$ cat config.mk
export PLATFORM = sky130hd
export DESIGN_NAME = knn_vote
export DESIGN_NICKNAME = d
export VERILOG_FILES = /design/src/rtl/knn_vote.sv
export SDC_FILE = /design/constraint.sdc
export NUM_CORES = 1
export LEC_CHECK = 0
export ABC_AREA = 1
export BUFFER_PORTS_ARGS = -buffer_cell sky130_fd_sc_hd__buf_2
export CAP_MARGIN = 30
export CORE_MARGIN = 2
export CORE_UTILIZATION = 61
export DETAILED_ROUTE_END_ITERATION = 12
export PLACE_DENSITY = 0.84
export REMOVE_ABC_BUFFERS = 1
export SLEW_MARGIN = 20
export SYNTH_ARGS = -nofsm -noshare
export SYNTH_HDL_FRONTEND = slang
export SYNTH_SLANG_ARGS = --single-unit
export TNS_END_PERCENT = 50
$ cat constraint.sdc
create_clock -name clk -period 6.1 [get_ports clk]
set_input_delay 0.305 -clock clk [delete_from_list [all_inputs] [get_ports clk]]
set_output_delay 0.305 -clock clk [all_outputs]
set_load 0.01 [all_outputs]
$ cat src/rtl/knn_vote.sv
// knn_vote: keeps the K smallest (distance, label) candidates of one test image,
// majority-votes them and emits the label. Optional KNN_VOTE_DIST_OUT_EN adds min distance/count.
module knn_vote #(
  parameter int N_CAND     = 6,
  parameter int K          = 3,
  parameter int DIST_BITS  = 8,
  parameter int LABEL_BITS = 4
) (
  input  logic        clk,
  input  logic        reset,
  input  logic        ap_start,
  input  logic [31:0] Input_1_V_TDATA,
  input  logic        Input_1_V_TVALID,
  output logic        Input_1_V_TREADY,
  output logic [31:0] Output_1_V_TDATA,
  output logic        Output_1_V_TVALID,
  input  logic        Output_1_V_TREADY
);
  // state   | meaning
  // COLLECT | accept N_CAND candidates, insertion-sort valid ones into the list
  // VOTE    | K cycles, one list entry examined per cycle
  // OUT     | present the result word until the downstream handshake
  typedef enum logic [1:0] {COLLECT, VOTE, OUT} state_t;

  localparam int CW = $clog2(N_CAND + 1);
  localparam int VW = (K > 1) ? $clog2(K) : 1;
  localparam int BW = $clog2(K + 1);
  localparam logic [LABEL_BITS-1:0] LABEL_INV = '1;
  localparam logic [LABEL_BITS-1:0] LABEL_MAX = LABEL_BITS'(9);

  state_t                 state, state_nx;
  logic [DIST_BITS-1:0]   dist_q  [K];
  logic [LABEL_BITS-1:0]  label_q [K];
  logic [DIST_BITS-1:0]   dist_ins  [K];
  logic [LABEL_BITS-1:0]  label_ins [K];
  logic [K-1:0]           gt;
  logic [CW-1:0]          cand_cnt;
  logic [VW-1:0]          vote_idx;
  logic [BW-1:0]          best_count, vote_cnt;
  logic [LABEL_BITS-1:0]  best_label;
  logic                   tready_q, tvalid_q;
  logic [31:0]            tdata_q, out_word;
  logic                   accept, last_cand, vote_last, vote_hit, handshake;

  logic [DIST_BITS-1:0]   in_dist;
  logic [LABEL_BITS-1:0]  in_label;
  logic                   unused_in_bits;

  assign in_dist        = Input_1_V_TDATA[DIST_BITS-1:0];
  assign in_label       = Input_1_V_TDATA[DIST_BITS+LABEL_BITS-1:DIST_BITS];
  assign unused_in_bits = ^Input_1_V_TDATA[31:DIST_BITS+LABEL_BITS];

  assign accept    = (state == COLLECT) && tready_q && Input_1_V_TVALID;
  assign last_cand = (cand_cnt == CW'(N_CAND - 1));
  assign vote_last = (vote_idx == VW'(K - 1));
  assign handshake = (state == OUT) && tvalid_q && Output_1_V_TREADY;

  assign Input_1_V_TREADY  = tready_q;
  assign Output_1_V_TVALID = tvalid_q;
  assign Output_1_V_TDATA  = tdata_q;

  // Sorted list keeps valid entries first, so gt is a thermometer code and the
  // first set bit is the insertion slot; equal distances land behind older ones.
  always_comb begin
    for (int i = 0; i < K; i++) begin
      gt[i] = (label_q[i] > LABEL_MAX) || (dist_q[i] > in_dist);
    end
    dist_ins[0]  = gt[0] ? in_dist  : dist_q[0];
    label_ins[0] = gt[0] ? in_label : label_q[0];
    for (int i = 1; i < K; i++) begin
      if (!gt[i]) begin
        dist_ins[i]  = dist_q[i];
        label_ins[i] = label_q[i];
      end else if (!gt[i-1]) begin
        dist_ins[i]  = in_dist;
        label_ins[i] = in_label;
      end else begin
        dist_ins[i]  = dist_q[i-1];
        label_ins[i] = label_q[i-1];
      end
    end
  end

  always_comb begin
    vote_cnt = '0;
    for (int j = 0; j < K; j++) begin
      if ((label_q[j] <= LABEL_MAX) && (label_q[j] == label_q[vote_idx]))
        vote_cnt = vote_cnt + BW'(1);
    end
    vote_hit = (label_q[vote_idx] <= LABEL_MAX) && (vote_cnt > best_count);
  end

  always_comb begin
    out_word = '0;
    out_word[LABEL_BITS-1:0] = best_label;
`ifdef KNN_VOTE_DIST_OUT_EN
    out_word[DIST_BITS+7:8] = dist_q[0];
    out_word[31:28]         = 4'(best_count);
`endif
  end

  always_ff @(posedge clk) begin
    if (reset) state <= COLLECT;
    else       state <= state_nx;
  end

  always_comb begin
    state_nx = state;
    case (state)
      COLLECT: if (accept && last_cand) state_nx = VOTE;
      VOTE:    if (vote_last)           state_nx = OUT;
      OUT:     if (handshake)           state_nx = COLLECT;
      default:                          state_nx = COLLECT;
    endcase
  end

  always_ff @(posedge clk) begin
    if (reset) begin
      for (int i = 0; i < K; i++) begin
        dist_q[i]  <= '1;
        label_q[i] <= LABEL_INV;
      end
      cand_cnt   <= '0;
      vote_idx   <= '0;
      best_count <= '0;
      best_label <= LABEL_INV;
      tready_q   <= 1'b0;
      tvalid_q   <= 1'b0;
      tdata_q    <= '0;
    end else begin
      tready_q <= (state_nx == COLLECT) && ap_start;
      case (state)
        COLLECT: if (accept) begin
          cand_cnt <= cand_cnt + CW'(1);
          if (in_label <= LABEL_MAX) begin
            dist_q  <= dist_ins;
            label_q <= label_ins;
          end
          if (last_cand) begin
            vote_idx   <= '0;
            best_count <= '0;
            best_label <= LABEL_INV;
          end
        end
        VOTE: begin
          if (vote_hit) begin
            best_count <= vote_cnt;
            best_label <= label_q[vote_idx];
          end
          vote_idx <= vote_idx + VW'(1);
        end
        OUT: begin
          // first OUT cycle latches the word; later cycles wait for the handshake
          if (!tvalid_q) begin
            tvalid_q <= 1'b1;
            tdata_q  <= out_word;
          end else if (Output_1_V_TREADY) begin
            tvalid_q <= 1'b0;
            tdata_q  <= '0;
            cand_cnt <= '0;
            for (int i = 0; i < K; i++) begin
              dist_q[i]  <= '1;
              label_q[i] <= LABEL_INV;
            end
          end
        end
        default: ;
      endcase
    end
  end
endmodule
### Yosys cells after proc, flatten, opt, wreduce, memory -nomap -nowiden

Index checks and enable logic that the tools add are counted.

* register bits: 83
* input port bits: 37
* output and inout port bits: 34
* logic and storage cells: 120

* $add $sub $neg: 4
* magnitude comparators: 13
* equal/unequal tests: 17
* muxes and demuxes: 47
* bitwise operators: 1
* reductions and logical operators: 24

Operators by type and width (count)
* 24-bit two-way mux: 4
* 32-bit two-way mux: 2
* 12-bit two-way mux: 4
* 24-bit case mux with 2 select lines: 1
* 4-bit two-way mux: 10
* 8-bit two-way mux: 5
* 8-bit > comparator: 3
* 12-bit case mux with 2 select lines: 1
* 4-bit less-or-equal comparator, second input constant: 5
* 2-bit inequality test, second input constant: 9
* 6-bit AND reduction: 3
* 2-bit two-way mux: 8
* 4-bit == test: 3
* 4-bit > comparator, second input constant: 3
* 1-bit logical AND: 10
* 3-bit two-way mux: 3
* 4-bit binary-select mux with 2-bit select: 1
* 2-bit case mux with 2 select lines: 2
* 4-bit case mux with 2 select lines: 1
* 4-bit AND reduction: 2
* 2-bit by 1-bit adder with 2-bit output, second input constant: 3
* 2-bit case mux with 3 select lines: 1
* 3-bit case mux with 2 select lines: 1
* 2-bit == test, second input constant: 2
* 13 further kinds: 19

### Logic depth before layout (Yosys ltp)

Gate-level depths: netlist (run 1).

* depth in word-level cells: 15
* mapped depth: 21
* gate-level depth less buffers: 21

### Least setup slack after synthesis (run 1)

No wires, ideal clock.

* path kind: register -> register
* start: reg vote_idx[0]
* end: reg best_label[0]
* arrival: 2480 ps
* slack: 3487 ps
* stages on the path, launching flop included: 19
* period minus slack after synthesis: 2613 ps
* cell sequence: dfxtp_1 > inv_2 > nand2_1 > o21ai_0 > xor2_1 > nor3_2 > inv_1 > ha_1 > nand3_1 > and2_1 > ha_1 > a21oi_1 > a21oi_1 > nand2_1 > nand2_1 > nand2_2 > inv_2 > o21ai_1 > nand3_1

* longest elaborated chain between the ends: 15
* elaborated cells between the ends (all ways): 22
* classes of those cells: add/sub: 2; order compare: 2; eq/ne: 4; mux: 8; bitwise: 1; reduce/logical: 5

RTL lines
* from (decl): line 38 `logic [VW-1:0] vote_idx;`
* from (signal assigned): line 150 `vote_idx <= vote_idx + VW'(1);`
* 2-bit inverter with 3-bit output (implied by the code) (*): line 87, 90, 148
* 4-bit binary-select mux with 2-bit select (*): line 87, 90, 148
* 4-bit two-way mux (implied by the code) (*) (2 in series): line 87, 90, 148
* 4-bit == test: line 87 `if ((label_q[j] <= LABEL_MAX) && (label_q[j] == label_q[vote_idx]))`
* 1-bit logical AND: line 87
* 1-bit two-way mux: line 87
* 2-bit by 1-bit adder with 2-bit output: line 88 `vote_cnt = vote_cnt + BW'(1);`
* 2-bit two-way mux: line 87
* 2-bit by 1-bit adder with 2-bit output: line 88
* 2-bit two-way mux: line 87
* 2-bit > comparator: line 90 `vote_hit = (label_q[vote_idx] <= LABEL_MAX) && (vote_cnt > best_count);`
* 1-bit logical AND: line 90
* 2-bit inequality test (no line)
* 4-bit AND reduction (no line)
* to (signal assigned): line 148 `best_label <= label_q[vote_idx];`
* to (decl): line 40 `logic [LABEL_BITS-1:0] best_label;`

Mark *: on every way between the ends. The rest lies on a longest branch, timed or not. The select of a mux whose other input is x is not followed.
A chain may end at the register's enable or synchronous reset.

### Final worst setup path (run 1)

Same ends and word-level chain as after synthesis.

==> results of run 1 <==
==> metal layers <==
metal | share of wire (%) | vias to the layer above | track usage [%] | routed length, um
met5 | 0 | - | 0 | 0
met4 | 2.0 | 0 | 11.7 | 182
met3 | 6.6 | 21 | 4.95 | 599
met2 | 50 | 134 | 45.7 | 4510
met1 | 42 | 1702 | 31.5 | 3790
li1 | - | 1820 | - | -
==> worst min-delay path, delay by kind of cell <==
family	cells	cell delay, ns
simple gates	2	0.11
buf+inv	1	0.10
==> placed cells by master, fill, tap and decap left out, drive strengths merged, types with 17 or more instances in the layout <==
master,n
nor2,24
nand3,94
dfxtp,55
ha,31
conb,28
inv,61
buf,25
a21oi,48
nand2,155
o21ai,17
==> flip-flops by register name, summed over array words and instances, names as in the netlist <==
register,cells
Input_1_V_TREADY,1
Output_1_V_TDATA,4
Output_1_V_TVALID,1
best_count,2
best_label,4
cand_cnt,3
dist_q,24
label_q,12
state,2
vote_idx,2
==> power by group <==
part	leakage (nW)	switching [mW]	total, mW	internal (mW)
combinational	1.50	0.0921	0.139	0.0466
clock	0.0467	0.134	0.220	0.0854
sequential	0.448	0.0114	0.382	0.371
total	1.99	0.238	0.740	0.503
==> kinds of logic after synthesis <==
| kind of cell | Yosys count |
|---|---|
| fa+ha+maj | 31 |
| buf+inv | 108 |
| simple gates | 293 |
| compound gates | 73 |
| xor+xnor | 6 |
| other cells | 1 |
| flops | 55 |
==> final cells by class <==
cell class	count	area share [%]
Tap cell	75	2.36
Multi-Input combinational cell	431	58.4
Inverter	59	5.63
Sequential cell	55	27.7
Clock inverter	3	0.692
Timing Repair Buffer	25	3.53
Clock buffer	5	1.73
==> metrics by stage <==
step	hold slack, ns	area (um2)	utilization, %	total power [mW]	setup slack, ns
global route	0.214	3980	66.0	0.780	2.65
global placement	0.449	3860	64.1	0.519	3.06
CTS	0.214	3960	65.7	0.742	3.00
detailed placement	0.455	3860	64.1	0.525	3.03
floorplan	0.374	3640	-	0.483	3.48
finish	0.220	3980	66.0	0.740	3.02
==> worst paths after layout <==
path	startpoint	to	slack, ns	depth (start not counted)
setup / recovery	vote_idx[0]	best_label[0]	3.02	18
setup reg to reg	vote_idx[0]	best_label[0]	3.02	18
hold / removal	ap_start	Input_1_V_TREADY	0.22	3
hold reg to reg	Output_1_V_TDATA[3]	Output_1_V_TDATA[3]	0.47	2
==> run metrics, run 1 <==
Max-Cap Viols=0; FP Rows=28; total congestion overflow=0; CTS tree=built; first-pass GRT wire length=15200 um; top post-synthesis cells by count=nand2_1, nand3_1, dfxtp_1; CTS resizes=0; status=finished, final reports clean; EDFF count, synth=0; Rel. slew slack=35.3%; non-filler cells, final=653; PortBufs=22; Worst EP arrival=3.27 ns; die area=6980 um2; mux contribution to synthesized area=0%; share of cells above drive strength 1=13.3%; H-tree Lvls=2; cell type with the highest aggregate area in the netlist=dfxtp_1; max incr delay on CP=0.47 ns; LEAKAGE=1.99 nW; initial core utilization=64.1%; number of routed nets with antenna violations=0; router iterations before antenna repair=5; Synth Register Bits=55; Area contributors post-synth=dfxtp_1, nand2_1, nand3_1; Peak VDD IR=123 uV; CP max FO=10; vias in the first global route=3418; Syn Area/Cell=6.81 um2; Die Span Y=83.6 um; Mapped Area=3860 um2; CP bufs+invs=3; largest net degree at the start of global routing=40; hold-fix buffers at CTS=0; Critical Path End Type=flop; routed length per placed instance=13.9 um; P per Cell Area=186 nW/um2; post-DP HPWL=6440 um; most frequent CP cell=nand2_1; final hold violation count=0; Reg area=1100 um2; Root Driver=clkbuf_8; FILL cells=559; Synth async-reset ratio=0%; Syn Inst Count=567; Synth Area in XOR/XNOR=1.36%; simple-gate portion of the synthesized area=34.0%; measured slew at the worst slew-check pin=0.970 ns; postcts setup bufs=0; CTS Buffer Depth=2; critical path type=flop to flop; setup violators final=0; Tot GR Track Use=26.4%; CP required=6.29 ns; Compound-Gate Fraction of Synth Area=11.9%; clk_lat worst skew=0.32 ns; CTS sink cnt=55; CP cell instances=inv_2, nand2_1, o21ai_0, xor2_1, nor3_2, inv_1, ha_1, nand3_1, and2_1, ha_1, a21oi_1, a21oi_1, nand2_1, nand2_1, nand2_2, inv_2, o21ai_1, nand3_1; final period utilization=50.4%; Placed Instances=644; ant diodes=0; Synth Area in Adders=10.0%; GP Congestion=0.910; register area share after synthesis=28.5%; first-iteration detailed-routing DRC count=176; worst min path class=primary input to flop; Via density=5.63; minimum clock period after layout=3.08 ns; largest family of logic cells by synthesized area=simple AND/OR/NAND/NOR gates; Ys Warns=0; post-synth top area share=28.5%; Layout area overhead=2.95%; Post-Route Skew=0.0112 ns; Multi-input gate area=2320 um2; count leader, synth=nand2_1; TritonCTS Buffers=5; Residual DRC=0; CP max-delay cell=o21ai_0; Core Footprint=6030 um2; Synth Flop Type=dfxtp_1; count of final max-slew check failures=0; Clk pin slew, worst setup/hold paths=0.11 ns; launching element type of the critical path=flop; Die Width=83.6 um; fin nets=645; IO Pins=71; Crit path max-delay family=simple AND/OR/NAND/NOR gates; Distinct cells, synth=36; RSZ-0062 raised after global routing=no; Routed WL=9080 um; DR vias=3677; Fmax=325 MHz; setup_tns=0 ns; antenna violations before repair=0
No activity file was read; power rests on OpenSTA's default activity.
==> inputs of run 2 (changes only) <==
Settings changed: CORE_UTILIZATION 61 to 57, PLACE_DENSITY 0.84 to 0.79.
Clock period 6.1 ns to 3 ns, I/O delays scaled along.
==> run 2 against run 1 <==
Effect of this change: sequential cell count did not move; sequential power grew 100%; first-iteration DRC count is 68% higher; power rose by 110%; largest cell class unchanged; final area rose by 4.3%.
==> run metrics, run 2 (synthesis results as in run 1) <==
Core Footprint=6460 um2; router iterations before antenna repair=4; commonest cells after routing, fill and taps aside=nand2_1, nand3_1, inv_1; CP required=3.19 ns; non-filler cells, final=666; Die Width=86.3 um; final period utilization=93.1%; part of the power in registers=49.0%; Max-Cap Viols=0; Clk pin slew, worst setup/hold paths=0.11 ns; CTS sink cnt=55; post-DP HPWL=6860 um; Largest register FFs=24; total congestion overflow=0; Die Span Y=86.3 um; Largest regs=dist_q: 24 flops, label_q: 12 flops; first-iteration detailed-routing DRC count=295; vias in the first global route=3507; FF-to-FF path depth=18; Root Driver=clkbuf_8; CTS Buffer Depth=2; largest net degree at the start of global routing=32; CTS tree=built; DR vias=3720; Final Util=64.2%; R2R Path End=best_label[3]; Fmax=358 MHz; Via density=5.59; P per Cell Area=382 nW/um2; number of routed nets with antenna violations=0; reg-to-reg setup timing slack=0.21 ns; Tot GR Track Use=26.3%; hold path cells=3; critical path type=flop to flop; Int Pwr=1.11 mW; Routed WL=9460 um; launching element type of the critical path=flop; TritonCTS Buffers=5; fin nets=656; Residual DRC=0; final hold violation count=0; measured slew at the worst slew-check pin=0.584 ns; LEAKAGE=2.06 nW; Layout area overhead=7.36%; CP Launch Point=vote_idx[1]; share of cells above drive strength 1=18.0%; sw frac=29.8%; Worst EP arrival=2.98 ns; IO Pins=71; initial core utilization=59.8%; PortBufs=22; Post-Route Skew=0.0116 ns; Placed Instances=653; clock network power share=32.1%; count of final max-slew check failures=0; hold-fix buffers at CTS=0; antenna violations before repair=0; Post-DP Area=3920 um2; Min-Delay Endpoint=Input_1_V_TREADY; Worst R2R Start=vote_idx[1]; GP Congestion=0.937; CP max FO=7; clk_lat worst skew=0.31 ns; Rel. slew slack=60.7%; switching pwr=0.471 mW; setup violators final=0; status=finished, final reports clean; Reg with most FFs=dist_q; routed length per placed instance=14.2 um; combinational share of power=19.0%; minimum clock period after layout=2.79 ns; commonest non-fill, non-tap cell in the layout=nand2_1; H-tree Lvls=2; Critical Path End Type=flop; Pwr Total=1.58 mW; ant diodes=0; worst min path class=primary input to flop; die area=7450 um2; Peak VDD IR=196 uV; FP Rows=29; first-pass GRT wire length=16000 um; Hold Crit Start=ap_start; design area=4150 um2
-- run 2: cell types whose count changed in the layout (fill, tap and decap cells not counted), sizes merged --
| cell | delta |
|---|---|
| inv | -1 |
| buf | +11 |
| bufinv | +1 |
-- run 2: how the worst max path moves through the flow --
stage | end | slack [ns] | cells after the start
after floorplan | best_label[0] | 0.38 | 16
after global placement | best_label[3] | 0.11 | 19
after detailed placement | best_label[0] | 0.05 | 19
after CTS | best_label[0] | 0.04 | 19
after global routing | best_label[0] | -0.02 | 20
final | best_label[3] | 0.21 | 18
-- run 2: power groups by stage --
stage / logic, mW / clock network, mW / registers (mW)
floorplan: 0.195 / 0 / 0.787
global placement: 0.274 / 0 / 0.790
detailed placement: 0.284 / 0 / 0.792
CTS: 0.286 / 0.518 / 0.775
global route: 0.342 / 0.549 / 0.778
finish: 0.300 / 0.507 / 0.775
-- run 2: repair_timing --
action                                  CTS  global route
gates resized for setup                   0            26
endpoints found under the setup margin    0             6
setup buffers                             0             5
-- run 2: routing by layer --
| metal | part of all wire, % | global-route usage (%) |
|---|---|---|
| met1 | 42 | 33.4 |
| met2 | 48 | 46.1 |
| met3 | 6.9 | 3.43 |
| met4 | 2.8 | 9.23 |
| met5 | 0 | 0 |
-- run 2: stage by stage --
stage	setup WS [ns]	TNS, ns	hold WS (ns)
2_1_floorplan	0.376	0	0.219
3_3_place_gp	0.112	0	0.408
3_5_place_dp	0.0470	0	0.410
4_1_cts	0.0437	0	0.0681
5_1_grt	-0.0224	-0.0557	0.0774
6_report	0.208	0	0.0788
-- run 2: worst max-delay path, cell delays in order (launching register included) --
cell and delay (ns):
dfxtp_2 0.46, nand2_4 0.10, o21ai_4 0.21, xor2_1 0.17, nand4_1 0.11, nor3_2 0.25, inv_1 0.07, ha_1 0.19
nand3_1 0.09, and2_1 0.13, ha_1 0.25, a21oi_2 0.14, a21oi_2 0.05, nand2_2 0.06, nand2_2 0.07, nand2_4 0.11
inv_2 0.05, o21ai_1 0.08, nand3_1 0.08
-- run 2: area by class of cell --
cell class                 count  area, um2
clock inverter                 3       46.3
sequential                    55       1110
multi-input combinational    431       2370
inverter                      59        234
timing repair buffer          36        215
fill                         591       2310
tap                           77       96.3
clock buffer                   5       68.8
